### src/rtl/spi_byte_parser.sv
// SPI byte parser: turns CS-delimited byte streams from the SPI slave receiver
// into LED colour RAM writes (24-bit GRB pixels) and a timing configuration byte.
// Optional build macro FRAME_PIXEL_CNT_EN adds pixel_cnt_out, the number of
// pixels written in the last completed data frame (saturating at 2^ADDR_WIDTH).

module spi_byte_parser #(
  parameter int         ADDR_WIDTH = 8,
  parameter logic [7:0] CMD_CONF   = 8'h2A,
  parameter logic [7:0] CMD_DATA   = 8'hCC,
  parameter logic [7:0] CONF_RST   = 8'h10
) (
  input  logic                  clk_in,
  input  logic                  rst_n_in,
  input  logic                  spi_rdy_in,
  input  logic [7:0]            spi_data_in,
  input  logic                  spi_cs_n_in,
  output logic                  ram_wr_en_out,
  output logic [ADDR_WIDTH-1:0] ram_wr_addr_out,
  output logic [23:0]           ram_wr_data_out,
  output logic [7:0]            conf_t0h_out,
  output logic                  frame_done_out
`ifdef FRAME_PIXEL_CNT_EN
  ,
  output logic [ADDR_WIDTH:0]   pixel_cnt_out
`endif
);

  typedef enum logic [2:0] {
    IDLE,
    CMD,
    CONF,
    DATA,
    DISCARD
  } state_t;

  state_t                state;
  logic                  cs_meta;
  logic                  cs_sync;
  logic                  cs_prev;
  logic                  cs_fall;
  logic                  cs_rise;
  logic [1:0]            byte_cnt;
  logic [ADDR_WIDTH-1:0] addr;
  logic [7:0]            slot0;
  logic [7:0]            slot1;
  logic                  frame_any;
  logic                  done_pending;
  logic                  frame_start;
  logic                  pixel_done;
  logic                  frame_end;
  logic                  frame_end_late;

  // Chip select synchroniser plus edge register; idles high so reset looks deselected
  always_ff @(posedge clk_in or negedge rst_n_in) begin
    if (!rst_n_in) begin
      cs_meta <= 1'b1;
      cs_sync <= 1'b1;
      cs_prev <= 1'b1;
    end else begin
      cs_meta <= spi_cs_n_in;
      cs_sync <= cs_meta;
      cs_prev <= cs_sync;
    end
  end

  assign cs_fall = cs_prev & ~cs_sync;
  assign cs_rise = ~cs_prev & cs_sync;

  // Decode this cycle's events; a completing pixel that meets cs_rise delays frame_done by one cycle
  always_comb begin
    frame_start    = 1'b0;
    pixel_done     = 1'b0;
    frame_end      = 1'b0;
    frame_end_late = 1'b0;
    if (!cs_fall) begin
      frame_start = (state == CMD) && spi_rdy_in && (spi_data_in == CMD_DATA);
      pixel_done  = (state == DATA) && spi_rdy_in && (byte_cnt == 2'd2);
      if (cs_rise && (state == DATA)) begin
        frame_end_late = pixel_done;
        frame_end      = !pixel_done && frame_any;
      end
    end
  end

  // Transaction FSM with registered RAM, configuration and frame-done outputs
  always_ff @(posedge clk_in or negedge rst_n_in) begin
    if (!rst_n_in) begin
      state           <= IDLE;
      byte_cnt        <= 2'd0;
      addr            <= '0;
      slot0           <= 8'h00;
      slot1           <= 8'h00;
      frame_any       <= 1'b0;
      done_pending    <= 1'b0;
      ram_wr_en_out   <= 1'b0;
      ram_wr_addr_out <= '0;
      ram_wr_data_out <= 24'h000000;
      conf_t0h_out    <= CONF_RST;
      frame_done_out  <= 1'b0;
    end else begin
      ram_wr_en_out  <= 1'b0;
      frame_done_out <= frame_end | done_pending;
      done_pending   <= frame_end_late;
      if (cs_fall) begin
        state    <= CMD;
        byte_cnt <= 2'd0;
      end else begin
        case (state)
          IDLE: begin
          end
          CMD: begin
            if (spi_rdy_in) begin
              if (spi_data_in == CMD_CONF) begin
                state <= CONF;
              end else if (frame_start) begin
                state     <= DATA;
                byte_cnt  <= 2'd0;
                addr      <= '0;
                frame_any <= 1'b0;
              end else begin
                state <= DISCARD;
              end
            end
          end
          CONF: begin
            if (spi_rdy_in) begin
              conf_t0h_out <= spi_data_in;
              state        <= DISCARD;
            end
          end
          DATA: begin
            if (spi_rdy_in) begin
              case (byte_cnt)
                2'd0: begin
                  slot0    <= spi_data_in;
                  byte_cnt <= 2'd1;
                end
                2'd1: begin
                  slot1    <= spi_data_in;
                  byte_cnt <= 2'd2;
                end
                default: begin
                  ram_wr_en_out   <= 1'b1;
                  ram_wr_addr_out <= addr;
                  ram_wr_data_out <= {slot0, slot1, spi_data_in};
                  addr            <= addr + ADDR_WIDTH'(1);
                  byte_cnt        <= 2'd0;
                  frame_any       <= 1'b1;
                end
              endcase
            end
          end
          DISCARD: begin
          end
          default: begin
            state <= IDLE;
          end
        endcase
        if (cs_rise && (state != IDLE)) begin
          state <= IDLE;
        end
      end
    end
  end

`ifdef FRAME_PIXEL_CNT_EN
  localparam logic [ADDR_WIDTH:0] PIX_MAX = {1'b1, {ADDR_WIDTH{1'b0}}};

  logic [ADDR_WIDTH:0] frame_pix;

  // Count pixels of the current frame and publish the total alongside frame_done_out
  always_ff @(posedge clk_in or negedge rst_n_in) begin
    if (!rst_n_in) begin
      frame_pix     <= '0;
      pixel_cnt_out <= '0;
    end else begin
      if (frame_start) begin
        frame_pix <= '0;
      end else if (pixel_done && (frame_pix != PIX_MAX)) begin
        frame_pix <= frame_pix + (ADDR_WIDTH + 1)'(1);
      end
      if (frame_end || done_pending) begin
        pixel_cnt_out <= frame_pix;
      end
    end
  end
`endif

endmodule

### config.mk
export PLATFORM = sky130hd
export DESIGN_NAME = spi_byte_parser
export DESIGN_NICKNAME = d
export VERILOG_FILES = /design/src/rtl/spi_byte_parser.sv
export SDC_FILE = /design/constraint.sdc
export NUM_CORES = 1
export LEC_CHECK = 0
export ABC_CLOCK_PERIOD_IN_PS = 2200
export CAP_MARGIN = 10
export CORE_MARGIN = 1.5
export CORE_UTILIZATION = 52
export DETAILED_ROUTE_END_ITERATION = 12
export PLACE_DENSITY = 0.79
export SLEW_MARGIN = 25
export SYNTH_ARGS = -nofsm -noshare
export SYNTH_HDL_FRONTEND = slang
export SYNTH_SLANG_ARGS = --single-unit
### constraint.sdc
create_clock -name clk_in -period 2.2 [get_ports clk_in]
set_input_delay 0.33 -clock clk_in [delete_from_list [all_inputs] [get_ports clk_in]]
set_output_delay 0.33 -clock clk_in [all_outputs]
set_load 0.05 [all_outputs]
; ---- Word level (Yosys, flattened, before mapping)
; Cells that the tools add are included.
[word_totals]
ff_bits = 76
word_cells = 100
output_inout_bits = 42
[op_classes]
n_eq_ne = 20
reduce_logical = 22
addsub = 1
bitwise_logic = 7
n_mux = 35
[ops]
columns = operator, count
row1 = 8-bit two-way mux, 5
row2 = 3-bit two-way mux, 6
row3 = 8-bit case mux with 2 select lines, 1
row4 = 1-bit two-way mux, 14
row5 = 3-bit != test (second input constant), 4
row6 = 4-bit AND reduction, 3
row7 = 2-bit two-way mux, 5
row8 = 2-bit != test (second input constant), 5
row9 = 3-bit case mux with 3 select lines, 1
row10 = 8-bit by 1-bit adder with 8-bit output (second input constant), 1
row11 = 8-bit by 6-bit == test with 1-bit output (second input constant), 1
row12 = 8-bit == test (second input constant), 1
row13 = 2-bit case mux with 2 select lines, 2
row14 = 1-bit logical AND, 7
row15 = 7-bit AND reduction, 1
row16 = 3-bit by 2-bit == test with 1-bit output (second input constant), 2
row17 = 3-bit AND reduction, 2
row18 = 3-bit nonzero test, 2
row19 = 5-bit AND reduction, 1
row20 = 4-bit by 3-bit != test with 1-bit output (second input constant), 1
row21 = 4-bit != test (second input constant), 1
row22 = 1-bit inverter, 4
row23 = 3-bit by 1-bit == test with 1-bit output (second input constant), 1
row24 = 3-bit == test (second input constant), 1
row25 = other kinds (12), 13

; ---- Depth between registers and ports, before layout
[depth]
ltp_word = 10
depth_mapped = 7

; ---- Worst setup path before layout
; OpenSTA, ideal clock, no wires.
[synth_path]
kind = register to register
from = reg cs_sync
to = reg ram_wr_data_out[0]
period_less_slack_ns = 1.713
setup_slack_ns = 0.487
required_time_ns = 2.075
path_buffers = 2
stages_incl_launch_ff = 6
arrival_ns = 1.588
setup_ns = 0.125
cell_sequence = dfstp_2 nor2b_1 nor4b_2 buf_4 buf_4 mux2_2
[synth_between]
elab_chain_cells = 4
[synth_lines]
columns = item, line
row1 = from (decl), 38  ; logic cs_sync;
row2 = from (signal assigned), 61  ; cs_sync <= cs_meta;
row3 = 1-bit inverter, 66  ; assign cs_fall = cs_prev & ~cs_sync;
row4 = 1-bit AND, 66
row5 = 1-bit inverter (no source line), -
row6 = 4-bit AND reduction (no source line), -
row7 = to (signal assigned), 145  ; ram_wr_data_out <= {slot0, slot1, spi_data_in};
row8 = to (decl), 19  ; output logic [23:0] ram_wr_data_out,
; No other way between the ends.
; A chain may end at the register's enable or synchronous reset.

; ---- Worst setup path after layout
[layout_path]
from = reg conf_t0h_out[4]
to = out conf_t0h_out[4]
[layout_rtl]
columns = item, line
row1 = from (decl), 20  ; output logic [7:0] conf_t0h_out,
row2 = from (signal assigned), 127  ; conf_t0h_out <= spi_data_in;
; No word-level cell between the ends.

==> impl_metrics.env <==
export IMPL_numClockSinks=76
export IMPL_crit_arrival_ns=1.66
export IMPL_core_um2=5640
export IMPL_final_nets=311
export IMPL_place_congestion=0.827
export IMPL_port_buffers=53
export IMPL_critPathLaunchType="flop"
export IMPL_dp_hpwl_um=4210
export IMPL_initial_core_util_pct=54.9
export IMPL_vdd_drop_max_mv=0.397
export IMPL_path_buf_inv=1
export IMPL_synth_nets=236
export IMPL_avgSynthCellArea_um2=13.9
export IMPL_fp_dieW_um=80.2
export IMPL_min_path_type="flop to flop"
export IMPL_post_route_cell_area_um2=4020
export IMPL_post_cts_buffers=0
export IMPL_cts_made_buffers=9
export IMPL_powerDensity_nw_per_um2=640
export IMPL_worstPathRequired_ns=1.87
export IMPL_cp_top_family="buffers and inverters"
export IMPL_grt_first_pass_wirelength_um=10300
export IMPL_cts_hold_buf=1
export IMPL_grt_overflow=0
export IMPL_diodes=0
export IMPL_dieArea_um2=6430
export IMPL_ys_flop_type="dfrtp_1"
export IMPL_end_kind="primary output"
export IMPL_finalMaxSlewViolations=0
export IMPL_synth_area_leaders="dfrtp_1, mux2_2, dfstp_2, nand2b_1, a31oi_1"
export IMPL_synth_edf_count=0
export IMPL_placed_cell_area_um2=3830
export IMPL_yosysUniqueCellTypes=37
export IMPL_viasPerCell=5.52
export IMPL_drt_iter0_drc=147
export IMPL_worst_pin_slew_ns=0.532
export IMPL_cts_reportedPaths_clkPinSlew_ns=0.07
export IMPL_holdWs_ns=0.360
export IMPL_ctsRootBufferMaster="clkbuf_8"
export IMPL_hold_viol=0
export IMPL_n_fill_cell=401
export IMPL_grt_max_degree=41
export IMPL_clk_latency_ns=0.34
export IMPL_status="completed"
export IMPL_fmax_mhz=501
export IMPL_cts_htree_levels=3
export IMPL_ant_nets=0
export IMPL_drt_pass1_iter_count=4
export IMPL_pin_count=54
export IMPL_netlist_area_um2=3100
export IMPL_drc_errors=0
export IMPL_post_route_util_pct=71.3
export IMPL_slew_headroom_pct=64.4
export IMPL_avgRoutedWirePerCell_um=16.5
export IMPL_synthCells=223
export IMPL_critical_path_max_stage_delay_ns=0.79
export IMPL_area_delta_synth_final_pct=29.8
export IMPL_maxCapViolations=0
export IMPL_synth_async_sr_flop_share_pct=100
export IMPL_antenna_found_initial=0
export IMPL_rsz0062_at_grt="false"
export IMPL_finalWirelength_um=6190
export IMPL_cts_resized=0
export IMPL_tritoncts="yes"
export IMPL_clk_path_buf_depth=2
export IMPL_die_y_um=80.2
export IMPL_row_count=27
export IMPL_clock_skew_ns=0.00488
export IMPL_vias=2065
export IMPL_finalPower_mw=2.57
export IMPL_p_leak_nw=1.89
export IMPL_yosysTopAreaCell="dfrtp_1"
export IMPL_crit_path_max_fanout=2
export IMPL_synth_seq_cells=76
export IMPL_yosysWarnings=0
export IMPL_track_usage_pct=21.7
export IMPL_grt_pass1_vias=2139
export IMPL_drive_gt1_share_pct=31.8
export IMPL_period_share_pct=90.7
export IMPL_setup_tns_ns=0
export IMPL_path_cells="clkdlybuf4s50_1"
export IMPL_crit_type="flop to primary output"
export IMPL_fin_crit_ns=1.99
export IMPL_setup_violations=0
export IMPL_ys_seq_area_share_pct=61.5
export IMPL_synth_top_area_share_pct=58.1
export IMPL_crit_path_top_delay_cell="clkdlybuf4s50_1"
==> cells in the final DEF (no fill, tap or decap), types with 3 or more instances in the layout <==
master           synthesis  final
a31oi_1                  7      7
buf_4                    2     18
nor2_1                   7      7
nor3_1                   3      3
nand3_1                  6      6
a21oi_1                  6      6
dfstp_2                  4      4
nand2_1                 10     10
inv_1                    4      4
nand2b_1                 8      8
dfrtp_1                 72     72
clkbuf_8                 0     10
clkdlybuf4s50_1          0     52
clkbuf_1                 1      3
o21ai_0                  4      4
and3_1                   3      3
mux2_2                  56     56
==> final cells by class <==
cell class              instances  area, µm²  share of cell area, %
clock buffers                  13        149                   3.70
clock inverters                 2       35.0                  0.871
multi-input cells             135       1140                   28.4
flip-flops and latches         76       1910                   47.4
inverters                       4       15.0                  0.373
well taps                      72       90.1                   2.24
repair buffers                 72        686                   17.0
==> Yosys cell counts, types with 2 or more instances <==
| library cell | count |
|---|---|
| a21oi_1 | 6 |
| mux2_2 | 56 |
| inv_1 | 4 |
| o21ai_0 | 4 |
| o31ai_1 | 2 |
| and3_1 | 3 |
| buf_2 | 5 |
| nand3_1 | 6 |
| a31oi_1 | 7 |
| nor2_1 | 7 |
| nor2b_1 | 2 |
| dfstp_2 | 4 |
| nor3_1 | 3 |
| nand2b_1 | 8 |
| a41oi_1 | 2 |
| nand2_1 | 10 |
| buf_4 | 2 |
| nor4b_1 | 2 |
| dfrtp_1 | 72 |
==> metal layers <==
layer | global-route usage [%] | wire (µm) | share of wire (%)
met4 | 11.2 | 140 | 2.3
met5 | 0 | 0 | 0
met1 | 27.9 | 2670 | 43
met2 | 34.2 | 3060 | 49
met3 | 4.89 | 315 | 5.1
==> worst reg2reg max path, stage by stage, from the launching register on <==
cell and delay [ns]:
dfstp_2 0.55, nor2b_1 0.31, nor4_1 0.12, nand2_1 0.37, mux2_2 0.40
==> report_power, final <==
group	switching, mW	internal (mW)
clock	0.468	0.549
combinational	0.0764	0.0561
sequential	0.0141	1.41
total	0.559	2.01
==> through the flow <==
step                instances  setup WS [ns]
floorplan                 223          0.487
global placement          358         0.0547
detailed placement        358         0.0223
CTS                       374          0.182
global route              374          0.180
finish                    374          0.205
==> final timing paths <==
path	startpoint	end	slack (ns)	cells after the start
min in group asynchronous	rst_n_in	conf_t0h_out[2]$_DFFE_PN0P_	0.49	2
max	conf_t0h_out[4]$_DFFE_PN1P_	conf_t0h_out[4]	0.21	1
min reg2reg	cs_meta$_DFF_PN1_	cs_sync$_DFF_PN1_	0.36	0
max reg2reg	cs_prev$_DFF_PN1_	slot1[5]$_DFFE_PN0P_	0.33	4
max in group asynchronous	rst_n_in	conf_t0h_out[4]$_DFFE_PN1P_	1.06	3
min	cs_meta$_DFF_PN1_	cs_sync$_DFF_PN1_	0.36	0
==> sequential cells by signal, indices dropped and copies added, names as in the netlist, 2 cells and up <==
register	cells
ram_wr_addr_out	8
byte_cnt	2
conf_t0h_out	8
ram_wr_data_out	24
slot0	8
slot1	8
state	3
addr	8
==> cells by family after synthesis <==
group | Yosys count | share of synthesized area, %
and+or+nand+nor | 50 | 9.73
AOI/OAI and AO/OA | 27 | 5.77
adders and majority gates | 2 | 0.727
muxes | 56 | 20.3
DFF | 76 | 61.5
buffers and inverters | 12 | 1.90
No activity file was read; power rests on OpenSTA's default activity.
